<file path="src/rtl/mips_control_signal_register_scoreboard.sv">
// Decode-stage register control: address/enable decode, in-flight write scoreboard,
// bypass selects and stall. Optional: MIPS_CONTROL_SIGNAL_REGISTER_SCOREBOARD_FORWARD_EN.
module mips_control_signal_register_scoreboard #(
    parameter  int unsigned ADDR_WIDTH     = 5,
    parameter  int unsigned DEPTH          = 3,
    parameter  int unsigned LOAD_READY_STG = 1,
    localparam int unsigned SEL_WIDTH      = $clog2(DEPTH + 1)
) (
    input  logic                  clock,
    input  logic                  reset,
    input  logic                  advance,
    input  logic                  issue_valid,
    input  logic                  is_func,
    input  logic                  cat_shift_reg,
    input  logic                  cat_link,
    input  logic                  cat_load,
    input  logic                  cat_store,
    input  logic                  cat_branch,
    input  logic                  cat_jump,
    input  logic                  port1_used,
    input  logic                  port2_used,
    input  logic [ADDR_WIDTH-1:0] rs,
    input  logic [ADDR_WIDTH-1:0] rt,
    input  logic [ADDR_WIDTH-1:0] rd,
    output logic [ADDR_WIDTH-1:0] port1_addr,
    output logic [ADDR_WIDTH-1:0] port2_addr,
    output logic [ADDR_WIDTH-1:0] write_addr,
    output logic                  write_enable,
    output logic                  write_data_mem,
    output logic [SEL_WIDTH-1:0]  fwd1_sel,
    output logic [SEL_WIDTH-1:0]  fwd2_sel,
    output logic                  stall
);

`ifdef MIPS_CONTROL_SIGNAL_REGISTER_SCOREBOARD_FORWARD_EN
    localparam bit fwd_en = 1'b1;
`else
    localparam bit fwd_en = 1'b0;
`endif

    logic [DEPTH-1:0]      ent_valid;
    logic [DEPTH-1:0]      ent_load;
    logic [ADDR_WIDTH-1:0] ent_addr [DEPTH];

    logic                  hit1, hit2;
    logic                  haz1, haz2;
    logic [SEL_WIDTH-1:0]  sel1, sel2;

    always_comb begin
        port1_addr = cat_shift_reg ? rt : rs;
        port2_addr = rt;
        if (cat_link) begin
            write_addr = '1;
        end else if (is_func) begin
            write_addr = rd;
        end else begin
            write_addr = rt;
        end
        write_enable   = issue_valid && !(cat_jump || cat_branch || cat_store) &&
                         (write_addr != '0);
        write_data_mem = cat_load;
    end

    // Youngest match wins: scan from stage 0 and latch only the first hit.
    // Without forwarding any hit is a hazard until the writer retires.
    always_comb begin
        hit1 = 1'b0;
        hit2 = 1'b0;
        haz1 = 1'b0;
        haz2 = 1'b0;
        sel1 = '0;
        sel2 = '0;
        for (int unsigned k = 0; k < DEPTH; k++) begin
            if (!hit1 && port1_used && ent_valid[k] && (ent_addr[k] == port1_addr) &&
                (port1_addr != '0)) begin
                hit1 = 1'b1;
                sel1 = SEL_WIDTH'(k + 1);
                haz1 = fwd_en ? (ent_load[k] && (k < LOAD_READY_STG)) : 1'b1;
            end
            if (!hit2 && port2_used && ent_valid[k] && (ent_addr[k] == port2_addr) &&
                (port2_addr != '0)) begin
                hit2 = 1'b1;
                sel2 = SEL_WIDTH'(k + 1);
                haz2 = fwd_en ? (ent_load[k] && (k < LOAD_READY_STG)) : 1'b1;
            end
        end
    end

    always_comb begin
        stall    = issue_valid && (haz1 || haz2);
        fwd1_sel = (fwd_en && hit1 && !stall) ? sel1 : '0;
        fwd2_sel = (fwd_en && hit2 && !stall) ? sel2 : '0;
    end

    always_ff @(posedge clock or posedge reset) begin
        if (reset) begin
            ent_valid <= '0;
            ent_load  <= '0;
            for (int unsigned k = 0; k < DEPTH; k++) begin
                ent_addr[k] <= '0;
            end
        end else if (advance) begin
            for (int unsigned k = 1; k < DEPTH; k++) begin
                ent_valid[k] <= ent_valid[k-1];
                ent_load[k]  <= ent_load[k-1];
                ent_addr[k]  <= ent_addr[k-1];
            end
            ent_valid[0] <= write_enable && !stall;
            ent_load[0]  <= cat_load;
            ent_addr[0]  <= write_addr;
        end
    end

endmodule

</file>
<file path="config.mk">
export PLATFORM = sky130hd
export DESIGN_NAME = mips_control_signal_register_scoreboard
export DESIGN_NICKNAME = d
export VERILOG_FILES = /design/src/rtl/mips_control_signal_register_scoreboard.sv
export SDC_FILE = /design/constraint.sdc
export NUM_CORES = 1
export LEC_CHECK = 0
export CORE_ASPECT_RATIO = 1.25
export CORE_MARGIN = 3
export CORE_UTILIZATION = 25
export DETAILED_ROUTE_END_ITERATION = 8
export PLACE_DENSITY = 0.47
export SETUP_SLACK_MARGIN = 0.4
export SLEW_MARGIN = 15
export SYNTH_ARGS = -nofsm -noshare
export SYNTH_HDL_FRONTEND = slang
export SYNTH_SLANG_ARGS = --single-unit
</file>
<file path="constraint.sdc">
create_clock -name clock -period 3.3 [get_ports clock]
set_input_delay 0.825 -clock clock [delete_from_list [all_inputs] [get_ports clock]]
set_output_delay 0.825 -clock clock [all_outputs]
set_load 0.05 [all_outputs]
</file>
# Word level (Yosys, flattened, before mapping)

Index checks and enable logic that the tools add are counted.

Logic and storage cells: 57
Input port bits: 28
Output and inout bits: 22
Register bits: 18

Reduce and logical (&&, ||, !) cells: 38
Multiplexer cells: 9
Eq/ne operators: 6

Operators with widths:

| kind              | count |
|---|---|
| $eq 5x5->1        | 6 |
| $logic_and 1x1->1 | 26 |
| $mux 5            | 3 |
| $reduce_bool 5->1 | 3 |
| $logic_not 1->1   | 6 |
| $mux 1            | 6 |
| $logic_or 1x1->1  | 3 |

# Depth between registers and ports, before layout

Gate-level depths: netlist of run 1.

Depth in word-level cells: 21
Mapped depth: 7
Gate-level depth less buffers: 6

# Least setup slack after synthesis of run 1

Ideal clock, no wire load.

Path type: input to output
Start: input port cat_shift_reg
End: output port stall
Arrival time: 2.281 ns
Data required time: 2.475 ns
Path buffers: 1
Path slack: 0.194 ns
Stages on the path: 7
Path through: buf_6 -> mux2i_2 -> xnor2_1 -> nor4_2 -> nand3_1 -> a21oi_2 -> or3b_1

Cells in the longest elaborated chain, start to end: 19
Elaborated cells between the ends (all ways): 22
Those cells by class: eq/ne (3); mux (4); reduce/logical (15)

Ends and longest elaborated chain:

| element                        | RTL line | text |
|---|---|---|
| start, declared                | 14       | `input logic cat_shift_reg,` |
| $mux 5 *                       | 50       | `port1_addr = cat_shift_reg ? rt : rs;` |
| $eq 5x5->1                     | 74       | `if (!hit1 && port1_used && ent_valid[k] && (ent_addr[k] == port1_addr) &&` |
| $logic_and 1x1->1 (2 in a row) | 74       |  |
| $mux 1                         | 74       |  |
| $logic_not 1->1                | 74       |  |
| $logic_and 1x1->1 (4 in a row) | 74       |  |
| $mux 1                         | 74       |  |
| $logic_not 1->1                | 74       |  |
| $logic_and 1x1->1 (4 in a row) | 74       |  |
| $mux 1 *                       | 74       |  |
| $logic_or 1x1->1 *             | 90       | `stall = issue_valid && (haz1 \|\| haz2);` |
| $logic_and 1x1->1 *            | 90       |  |
| end, declared                  | 32       | `output logic stall` |

Every way passes the cells marked *; elsewhere a longest branch is shown, timed or not.

# Worst setup path after layout of run 1

Ends and elaborated chain as after synthesis.

==> results of run 1 <==
-- cell type report --
| class | count | area (um2) |
|---|---|---|
| clock buffers | 4 | 55.1 |
| fillers | 519 | 2920 |
| inverters | 10 | 37.5 |
| multi-input cells | 98 | 907 |
| flip-flops and latches | 18 | 450 |
| well taps | 64 | 80.1 |
| repair buffers | 113 | 1030 |
-- state kept, by name, indices dropped and copies added, names as in the netlist --
| signal | cells |
|---|---|
| ent_valid | 3 |
| ent_addr | 15 |
-- per-layer routing --
metal | global-route usage [%] | vias to the layer above | wire length [um]
met3 | 2.00 | 19 | 149
li1 | - | 671 | -
met5 | 0 | - | 0
met1 | 16.1 | 685 | 1740
met2 | 27.6 | 37 | 2730
met4 | 6.34 | 0 | 175
-- worst max path at each step --
stage / from / to / cells after the start
final: cat_shift_reg / stall / 10
after floorplan: rt[1] / stall / 5
after global routing: cat_shift_reg / stall / 9
after detailed placement: cat_shift_reg / stall / 10
after CTS: cat_shift_reg / stall / 10
after global placement: cat_shift_reg / stall / 10
-- kinds of logic (layout without fill, tap and decap cells) --
family / after synthesis / count (layout) / share of synthesized area, %
AO/OA/AOI/OAI: 13 / 13 / 6.37
flip-flops: 18 / 18 / 31.4
buffers and inverters: 29 / 127 / 12.2
XOR/XNOR: 30 / 30 / 18.3
AND/OR/NAND/NOR: 32 / 32 / 13.2
multiplexers: 19 / 19 / 18.2
other: 1 / 4 / 0.262
-- cells in the final DEF (no fill, tap or decap), types with 2 or more instances in the layout --
master / synthesis / final
sky130_fd_sc_hd__xor2_1: 12 / 12
sky130_fd_sc_hd__buf_2: 3 / 2
sky130_fd_sc_hd__xnor2_1: 18 / 14
sky130_fd_sc_hd__xnor2_2: 0 / 4
sky130_fd_sc_hd__mux2i_4: 4 / 4
sky130_fd_sc_hd__a211oi_2: 0 / 2
sky130_fd_sc_hd__mux2_2: 14 / 14
sky130_fd_sc_hd__clkbuf_8: 0 / 4
sky130_fd_sc_hd__dfrtp_1: 18 / 18
sky130_fd_sc_hd__buf_6: 1 / 13
sky130_fd_sc_hd__a211o_2: 0 / 2
sky130_fd_sc_hd__nand3_1: 7 / 5
sky130_fd_sc_hd__buf_12: 1 / 7
sky130_fd_sc_hd__nand4_1: 3 / 3
sky130_fd_sc_hd__nor2b_1: 5 / 4
sky130_fd_sc_hd__buf_8: 0 / 2
sky130_fd_sc_hd__inv_1: 10 / 10
sky130_fd_sc_hd__nor2_1: 6 / 5
sky130_fd_sc_hd__clkdlybuf4s50_1: 0 / 12
sky130_fd_sc_hd__nor4_1: 4 / 3
sky130_fd_sc_hd__a21oi_1: 4 / 4
sky130_fd_sc_hd__dlygate4sd2_1: 0 / 7
sky130_fd_sc_hd__conb_1: 1 / 4
sky130_fd_sc_hd__nor4_2: 1 / 2
sky130_fd_sc_hd__buf_4: 10 / 68
-- through the flow --
step / hold slack, ps / std cells / TNS [ps] / instance area, um2 / util (%)
floorplan: 502 / 145 / 0 / 1460 / -
global placement: 546 / 260 / -521 / 2070 / 37.9
detailed placement: 533 / 260 / -514 / 2070 / 37.9
CTS: 561 / 299 / 0 / 2480 / 45.3
global route: 603 / 307 / -0.00355 / 2560 / 46.8
finish: 561 / 307 / 0 / 2560 / 46.8
-- power breakdown --
part           switching, uW  internal, uW
combinational            170           188
sequential              42.4           248
clock                   81.7           106
total                    294           543
-- repair_timing --
item                                    4_1_cts  5_1_grt
pin swaps                                    19       11
setup buffers                                35        8
gates resized for setup                      57        7
endpoints found under the setup margin       12        4
-- critical path, delay by kind of cell --
family | cells | cell delay [ps]
buffers and inverters | 5 | 630
and+or+nand+nor | 3 | 570
AOI/OAI and AO/OA | 1 | 40
muxes | 1 | 320
==> implementation parameters, run 1 <==
Parameter                              Value

Setup path
  Max stage delay cell, worst path    sky130_fd_sc_hd__or3b_4
  Sort of element at the end of the critical path    primary output
  Worst-case register-to-register setup slack    780 ps
  FF-to-FF path depth    15
  Maximum single-stage delay on the critical path    410 ps
  CP Data Required Time    2470 ps
  Startpoint class of the critical path    input pin
  Series of cell instances along the critical path    buf_6 > buf_12 > mux2i_4 > buf_4 > buf_6 > nand3_4 > nand3_2 > a21oi_2 > or3b_4 > buf_12
  Reg-to-reg critical path startpoint    ent_addr[9]
  Data arrival at the endpoint of the critical path    2380 ps
  Worst Path Class, Setup    in -> out
  Largest fanout of any net on the critical path    5
  Endpoint of the worst register-to-register path    ent_valid[0]

Drt
  Count of vias placed by the detailed router    1,412
  Drt first-iter violations    77
  Number of remaining DRC errors    0
  First drt pass iteration count    5
  Wire length reported by the detailed router    4790 um
  Routed WL per cell    15.6 um
  Routed via count divided by cell count    4.60
  Detail Route Antenna Nets    0

Synthesis
  Post-synthesis average cell area    10.1 um2
  Count of yosys warnings during synthesis    0
  Sequential-to-total area share from yosys stat    31.4%
  Count of flip-flops with a built-in enable after synthesis    0
  Largest area contributor in the synthesized netlist    sky130_fd_sc_hd__dfrtp_1
  Post-synthesis instance area    1430 um2
  Share of the synthesized area in the top cell type    31.4%
  Share of flip-flops with an asynchronous set or reset after synthesis    100%
  Leading cell types by count after synthesis    sky130_fd_sc_hd__dfrtp_1, sky130_fd_sc_hd__xnor2_1, sky130_fd_sc_hd__mux2_2
  Number of standard cells after synthesis    142
  Number of distinct library cells after synthesis    33
  #FFs+latches synth    18
  Top cells by area in the synthesized netlist    sky130_fd_sc_hd__dfrtp_1, sky130_fd_sc_hd__mux2_2, sky130_fd_sc_hd__xnor2_1, sky130_fd_sc_hd__xor2_1, sky130_fd_sc_hd__mux2i_4
  Commonest register cell after synthesis    sky130_fd_sc_hd__dfrtp_1

Layout
  Fraction of layout instances using a drive strength above 1    55.6%
  Layout net count    272
  Number of antenna cells inserted    0
  Signed area change from the synthesized netlist to the final layout    78.9%

CTS
  Worst-Skew Late Latency    260 ps
  Hold buffers post-CTS    0
  CTS max path bufs    2
  Clk sinks    18
  Level count of the clock H-tree    1
  Number of buffers created by CTS    3
  Clock transition time at the flip-flop clock pins of the worst setup and hold paths    80 ps
  TritonCTS clock tree    done
  Clock root cell    sky130_fd_sc_hd__clkbuf_8

Global routing
  Final global-route overflow total    0
  Initial antenna violation count    0
  Overall fraction of global-route tracks in use    14.9%
  Largest net degree at the start of global routing    23
  Via count of the first global-routing pass    1,579
  First-pass GRT wire length    7700 um

Timing
  Worst slew margin relative to its limit    52.3%
  Slack of the critical path    91.3 ps
  Worst slew pin tran    715 ps
  RSZ-0062 raised after global routing    yes
  Final period util    97.2%
  Final max-slew violation count    0
  Top achievable clock speed    312 MHz
  Final count of negative-setup-slack endpoints    0
  Total count of hold-check failures in the final report    0
  Shortest clock period the worst path allows after layout    3210 ps
  Setup Skew    7.64 ps

Min path
  Number of cells on the worst hold path    1
  Startpoint of the most critical hold path    ent_valid[2]
  Worst Hold Endpoint    ent_valid[2]
  Kind of path behind the tightest hold check    reg -> reg

Place
  Post-placement worst setup slack    -326 ps
  Final RePlAce weighted congestion    0.967
  HPWL after detailed placement    3310 um
  Count of buffers from port buffering    43

Floorplan
  Core Box Area    5480 um2
  IO Count    50
  Initial standard-cell utilization of the core    26.2%
  Vertical die dimension    90.7 um
  Site Rows    30
  Total die area    6690 um2
  Die W    73.7 um

Pwr
  Largest voltage drop on the vdd net    0.000125 V
  Final Total Pwr    836 uW
  Pwr dens    326 nW/um2
  P_leak    0.00111 uW

Job
  Max-cap viol count    0

Status
  Outcome    finished clean
(Power assumes the default switching activity.)
==> run 2: changes to the inputs <==
CTS_BUF_LIST = sky130_fd_sc_hd__clkbuf_2   (was default)
==> run 2 against run 1 <==
Against the previous run:
- non-clock buffer count unchanged
- critical endpoint is now ent_valid[0]
- flip-flop and latch count unchanged
- cell count unchanged
- first-iteration DRC count up 13%
- utilization down 0.73 points
- largest power group unchanged
- largest cell class unchanged
- register-to-register slack worse by 200 ps
- cell area down 1.6%
- sequential power about the same
- clock skew up 5.0 ps
==> implementation parameters, run 2 (synthesis results as in run 1) <==
Parameter                              Value

Pwr
  Power share of the combinational group    47.9% (was 42.7%)
  Net Sw Power    280 uW (was 294 uW)
  Internal Dissipation    461 uW (was 543 uW)
  Largest voltage drop on the vdd net    0.000114 V (was 0.000125 V)
  Share of total power in the clock network    12.9% (was 22.5%)
  Final Total Pwr    741 uW (was 836 uW)
  Flop pwr share    39.2% (was 34.8%)
  Pwr dens    293 nW/um2 (was 326 nW/um2)
  P_leak    0.00109 uW (was 0.00111 uW)
  Switching share of total power    37.8% (was 35.1%)

Setup path
  Startpoint class of the critical path    input pin (unchanged)
  Endpoint of the worst register-to-register path    ent_valid[0] (unchanged)
  Reg-to-reg critical path startpoint    ent_addr[9] (unchanged)
  FF-to-FF path depth    16 (was 15)
  Capturing element of the worst setup path    ent_valid[0] (was stall)
  Data arrival at the endpoint of the critical path    3460 ps (was 2380 ps)
  Sort of element at the end of the critical path    flip-flop (was primary output)
  Worst setup startpoint    cat_shift_reg (unchanged)
  CP Data Required Time    3500 ps (was 2470 ps)
  Largest fanout of any net on the critical path    5 (unchanged)
  Worst-case register-to-register setup slack    580 ps (was 780 ps)
  Worst Path Class, Setup    in -> reg (was in -> out)

Floorplan
  Site Rows    30 (unchanged)
  Initial standard-cell utilization of the core    26.2% (unchanged)
  Total die area    6690 um2 (unchanged)
  Vertical die dimension    90.7 um (unchanged)
  IO Count    50 (unchanged)
  Core Box Area    5480 um2 (unchanged)
  Die W    73.7 um (unchanged)

Timing
  Final max-slew violation count    0 (unchanged)
  Top achievable clock speed    307 MHz (was 312 MHz)
  Final period util    98.7% (was 97.2%)
  Final count of negative-setup-slack endpoints    0 (unchanged)
  Total count of hold-check failures in the final report    0 (unchanged)
  Slack of the critical path    41.7 ps (was 91.3 ps)
  Shortest clock period the worst path allows after layout    3260 ps (was 3210 ps)
  Setup Skew    12.6 ps (was 7.64 ps)
  Worst hold slack    591 ps (was 561 ps)
  Setup TNS    0 ps (unchanged)
  Worst slew margin relative to its limit    52.1% (was 52.3%)
  RSZ-0062 raised after global routing    yes (unchanged)
  Worst slew pin tran    717 ps (was 715 ps)

Layout
  Largest registers    ent_addr (15), ent_valid (3) (unchanged)
  Layout net count    272 (unchanged)
  Fraction of layout instances using a drive strength above 1    54.7% (was 55.6%)
  Most common library cell in the layout ignoring fill and taps    sky130_fd_sc_hd__buf_4 (unchanged)
  Commonest non-fill, non-tap cells in the layout    sky130_fd_sc_hd__buf_4, sky130_fd_sc_hd__dfrtp_1, sky130_fd_sc_hd__xnor2_1 (was sky130_fd_sc_hd__buf_4, sky130_fd_sc_hd__dfrtp_1, sky130_fd_sc_hd__mux2_2, sky130_fd_sc_hd__xnor2_1, sky130_fd_sc_hd__buf_6)
  Signed area change from the synthesized netlist to the final layout    76.1% (was 78.9%)
  Number of flip-flops under the largest register name    15 (unchanged)
  Number of antenna cells inserted    0 (unchanged)
  Register with the most flip-flops    ent_addr (unchanged)

CTS
  Clk sinks    18 (unchanged)
  Level count of the clock H-tree    1 (unchanged)
  Hold buffers post-CTS    0 (unchanged)
  Number of buffers created by CTS    3 (unchanged)
  Worst-Skew Late Latency    300 ps (was 260 ps)
  TritonCTS clock tree    done (unchanged)
  CTS max path bufs    2 (unchanged)
  Clock root cell    sky130_fd_sc_hd__clkbuf_2 (was sky130_fd_sc_hd__clkbuf_8)
  Clock transition time at the flip-flop clock pins of the worst setup and hold paths    180 ps (was 80 ps)

Place
  HPWL after detailed placement    3310 um (unchanged)
  Final RePlAce weighted congestion    0.967 (unchanged)
  Post-placement worst setup slack    -326 ps (unchanged)
  Count of buffers from port buffering    43 (unchanged)

Drt
  First drt pass iteration count    4 (was 5)
  Drt first-iter violations    87 (was 77)
  Routed WL per cell    15.5 um (was 15.6 um)
  Wire length reported by the detailed router    4750 um (was 4790 um)
  Number of remaining DRC errors    0 (unchanged)
  Count of vias placed by the detailed router    1,417 (was 1,412)
  Routed via count divided by cell count    4.62 (was 4.60)
  Detail Route Antenna Nets    0 (unchanged)

Global routing
  Overall fraction of global-route tracks in use    14.7% (was 14.9%)
  Initial antenna violation count    0 (unchanged)
  Largest net degree at the start of global routing    23 (unchanged)
  Via count of the first global-routing pass    1,575 (was 1,579)
  First-pass GRT wire length    7670 um (was 7700 um)
  Final global-route overflow total    0 (unchanged)

Job
  Max-cap viol count    0 (unchanged)

Status
  Outcome    finished clean (unchanged)

Min path
  Kind of path behind the tightest hold check    reg -> reg (unchanged)
  Startpoint of the most critical hold path    ent_valid[2] (unchanged)
-- run 2: critical path, stage by stage --
cell and delay [ps]:
sky130_fd_sc_hd__buf_6 80, sky130_fd_sc_hd__buf_12 120, sky130_fd_sc_hd__mux2i_4 320, sky130_fd_sc_hd__xnor2_1 120
sky130_fd_sc_hd__nor4_1 320, sky130_fd_sc_hd__nand4_1 180, sky130_fd_sc_hd__buf_4 170, sky130_fd_sc_hd__buf_4 120
sky130_fd_sc_hd__buf_4 120, sky130_fd_sc_hd__buf_4 120, sky130_fd_sc_hd__buf_4 120, sky130_fd_sc_hd__buf_4 120
sky130_fd_sc_hd__buf_4 120, sky130_fd_sc_hd__buf_4 120, sky130_fd_sc_hd__buf_4 110, sky130_fd_sc_hd__buf_4 120
sky130_fd_sc_hd__buf_4 120, sky130_fd_sc_hd__nand3_1 60, sky130_fd_sc_hd__o32ai_1 70
-- run 2: area by class of cell --
type	instances	area [um2]
fillers	521	2960
repair buffers	113	1040
multi-input cells	98	900
flip-flops and latches	18	450
well taps	64	80.1
inverters	10	37.5
clock buffers	3	15.0
clock inverters	1	3.75
-- run 2: worst min-delay path by stage --
stage / end / cells past startpoint
CTS: ent_valid[2] / 1
floorplan: ent_valid[1] / 1
detailed placement: ent_valid[2] / 1
global route: ent_addr[1] / 1
global placement: ent_valid[2] / 1
finish: ent_valid[2] / 1
-- run 2: layer usage --
layer	global-route usage, %	share of wire [%]	up-vias
met5	0	0	-
met4	4.68	3.1	0
met3	2.12	2.8	16
met2	27.6	57	38
met1	16.1	37	692
li1	-	-	671
-- run 2: through the flow --
stage	utilization, %	std cells	cell area (um2)
finish	46.1	307	2520
global route	46.1	307	2520
CTS	44.8	300	2450
detailed placement	37.9	260	2070
global placement	37.9	260	2070
floorplan	-	145	1460
-- run 2: what timing repair did --
item,4_1_cts,5_1_grt
cloned,0,0
pin swaps,19,12
setup endpoints to repair,12,4
gates resized for setup,57,7
setup buffers,36,7
-- run 2: power groups by stage --
stage | Sequential (uW) | Combinational (uW) | Clock (uW)
finish | 291 | 355 | 95.3
global route | 295 | 377 | 110
CTS | 290 | 341 | 101
detailed placement | 292 | 309 | 0
global placement | 291 | 307 | 0
floorplan | 279 | 208 | 0
==> run 3: changes to the inputs <==
GPL_ROUTABILITY_DRIVEN = 0   (was default)
PLACE_DENSITY = default   (was 0.47)
==> run 3 against run 2 <==
Against the previous run:
- total power decreased by 5.9%
- largest power group unchanged
- global-route usage is 2.1 points lower
- clock power fell by 4.7%
- clock skew shrank 12 ps
- hold slack worse by 4.3 ps
- maximum frequency increased by 3.4%
==> implementation parameters, run 3 (synthesis results as in run 1) <==
Parameter                              Value

Global routing
  Final global-route overflow total    0 (unchanged)
  Largest net degree at the start of global routing    23 (unchanged)
  First-pass GRT wire length    6560 um (was 7670 um)
  Initial antenna violation count    0 (unchanged)
  Overall fraction of global-route tracks in use    12.6% (was 14.7%)
  Via count of the first global-routing pass    1,383 (was 1,575)

CTS
  Number of buffers created by CTS    3 (unchanged)
  Level count of the clock H-tree    1 (unchanged)
  Worst-Skew Late Latency    290 ps (was 300 ps)
  TritonCTS clock tree    done (unchanged)
  Clock transition time at the flip-flop clock pins of the worst setup and hold paths    160 ps (was 180 ps)
  Clock root cell    sky130_fd_sc_hd__clkbuf_2 (unchanged)
  Clk sinks    18 (unchanged)
  CTS max path bufs    2 (unchanged)

Drt
  Detail Route Antenna Nets    0 (unchanged)
  Routed via count divided by cell count    4.56 (was 4.62)
  Number of remaining DRC errors    0 (unchanged)
  First drt pass iteration count    4 (unchanged)
  Routed WL per cell    14.3 um (was 15.5 um)
  Wire length reported by the detailed router    4070 um (was 4750 um)
  Drt first-iter violations    45 (was 87)
  Count of vias placed by the detailed router    1,296 (was 1,417)

Timing
  Top achievable clock speed    317 MHz (was 307 MHz)
  Final max-slew violation count    0 (unchanged)
  RSZ-0062 raised after global routing    yes (unchanged)
  Shortest clock period the worst path allows after layout    3150 ps (was 3260 ps)
  Worst hold slack    587 ps (was 591 ps)
  Final period util    95.5% (was 98.7%)
  Setup Skew    0.976 ps (was 12.6 ps)
  Total count of hold-check failures in the final report    0 (unchanged)
  Worst slew pin tran    657 ps (was 717 ps)
  Worst slew margin relative to its limit    56.2% (was 52.1%)
  Final count of negative-setup-slack endpoints    0 (unchanged)

Setup path
  Worst Path Class, Setup    in -> out (was in -> reg)
  Max stage delay cell, worst path    sky130_fd_sc_hd__or3b_4 (was sky130_fd_sc_hd__mux2i_4)
  Series of cell instances along the critical path    buf_2 > buf_6 > buf_4 > xnor2_1 > nand4_1 > nor3_2 > a31oi_1 > a21oi_2 > or3b_4 > buf_12 (was buf_6 > buf_12 > mux2i_4 > xnor2_1 > nor4_1 > nand4_1 > buf_4 > buf_4 > buf_4 > buf_4 > buf_4 > buf_4 > buf_4 > buf_4 > buf_4 > buf_4 > buf_4 > nand3_1 > o32ai_1)
  Data arrival at the endpoint of the critical path    2330 ps (was 3460 ps)
  Startpoint class of the critical path    input pin (unchanged)
  Sort of element at the end of the critical path    primary output (was flip-flop)
  Maximum single-stage delay on the critical path    410 ps (was 320 ps)
  Largest fanout of any net on the critical path    4 (was 5)
  CP Data Required Time    2470 ps (was 3500 ps)
  Family of cells with the greatest summed delay on the critical path    simple AND/OR/NAND/NOR gates (was buffers and inverters)
  Number of buffer and inverter instances along the worst setup path    4 (was 13)

Min path
  Kind of path behind the tightest hold check    reg -> reg (unchanged)

Layout
  Footprint of the multi-input gates    867 um2 (was 900 um2)
  Number of antenna cells inserted    0 (unchanged)
  Fraction of layout instances using a drive strength above 1    48.6% (was 54.7%)
  Register with the most flip-flops    ent_addr (unchanged)
  Most common library cell in the layout ignoring fill and taps    sky130_fd_sc_hd__buf_4 (unchanged)
  Sequential standard cell area    450 um2 (unchanged)
  Number of flip-flops under the largest register name    15 (unchanged)
  Signed area change from the synthesized netlist to the final layout    59.2% (was 76.1%)
  Commonest non-fill, non-tap cells in the layout    sky130_fd_sc_hd__buf_4, sky130_fd_sc_hd__dfrtp_1, sky130_fd_sc_hd__xnor2_1 (unchanged)
  Filler instances    560 (was 521)
  Layout net count    249 (was 272)
  Largest registers    ent_addr (15), ent_valid (3) (unchanged)

Pwr
  P_leak    0.000958 uW (was 0.00109 uW)
  Final Total Pwr    697 uW (was 741 uW)
  Largest voltage drop on the vdd net    0.0000901 V (was 0.000114 V)
  Pwr dens    305 nW/um2 (was 293 nW/um2)

Status
  Outcome    finished clean (unchanged)

Floorplan
  Site Rows    30 (unchanged)
  IO Count    50 (unchanged)
  Vertical die dimension    90.7 um (unchanged)
  Total die area    6690 um2 (unchanged)
  Initial standard-cell utilization of the core    26.2% (unchanged)
  Die W    73.7 um (unchanged)
  Core Box Area    5480 um2 (unchanged)

Place
  HPWL after detailed placement    3010 um (was 3310 um)
  Count of buffers from port buffering    43 (unchanged)

Job
  Max-cap viol count    0 (unchanged)
[run 3: cell count changes in the layout (fill, tap and decap cells not counted), moves of 2 or more]
cell	change
sky130_fd_sc_hd__buf_4	-17
sky130_fd_sc_hd__buf_6	-6
sky130_fd_sc_hd__xnor2_1	+2
sky130_fd_sc_hd__buf_2	+2
sky130_fd_sc_hd__xnor2_2	-2
[run 3: layer usage]
layer,share of wire (%),GRT usage [%],wire length [um],vias up
li1,-,-,-,628
met5,0,0,0,-
met1,37,13.7,1510,624
met2,56,23.4,2290,35
met4,2.6,4.68,104,0
met3,4.1,1.89,166,9
[run 3: report_power, final]
| group | leakage, uW | internal, uW | switching (uW) |
|---|---|---|---|
| logic | 0.000746 | 165 | 152 |
| registers | 0.000198 | 248 | 41.3 |
| clock network | 0.0000140 | 26.3 | 64.5 |
| total | 0.000958 | 439 | 258 |
[run 3: metrics by stage]
stage / cell area, um2 / cells / TNS [ps] / setup slack (ps) / utilization, %
after floorplan: 1460 / 145 / 0 / 306 / -
after global placement: 2070 / 261 / -471 / -335 / 37.8
after global routing: 2280 / 284 / 0 / 43.9 / 41.6
after CTS: 2260 / 281 / 0 / 109 / 41.3
after detailed placement: 2070 / 261 / -443 / -317 / 37.8
final: 2280 / 284 / 0 / 149 / 41.6
[run 3: worst reg2reg max path: stages, from the launching register on]
cell and delay (ps):
sky130_fd_sc_hd__dfrtp_1 470, sky130_fd_sc_hd__xor2_1 190, sky130_fd_sc_hd__nor4_1 330, sky130_fd_sc_hd__a31oi_1 160
sky130_fd_sc_hd__a21oi_2 190, sky130_fd_sc_hd__buf_4 120, sky130_fd_sc_hd__o32ai_1 80
[run 3: path summary, 6_finish.rpt]
| check | startpoint | to | slack (ps) | cells after the start |
|---|---|---|---|---|
| max | rt[4] | stall | 150 | 10 |
| min | ent_valid[0] | ent_valid[1] | 590 | 1 |
| max reg2reg | ent_addr[7] | ent_valid[0] | 1650 | 6 |
| min reg2reg | ent_valid[0] | ent_valid[1] | 590 | 1 |
| max in group asynchronous | reset | ent_addr[13] | 1990 | 2 |
| min in group asynchronous | reset | ent_addr[7] | 900 | 2 |
[run 3: cell type report]
cell class | instances | area share [%]
Multi-Input combinational cell | 98 | 38.0
Sequential cell | 18 | 19.7
Clock buffer | 3 | 0.658
Inverter | 10 | 1.64
Timing Repair Buffer | 90 | 36.3
Clock inverter | 1 | 0.164
Tap cell | 64 | 3.51
[run 3: what timing repair did]
item / 4_1_cts / 5_1_grt
pin swaps: 17 / 7
hold buffers: 0 / 0
buffers inserted: 16 / 3
resized for setup: 48 / 5
endpoints found under the setup margin: 11 / 4
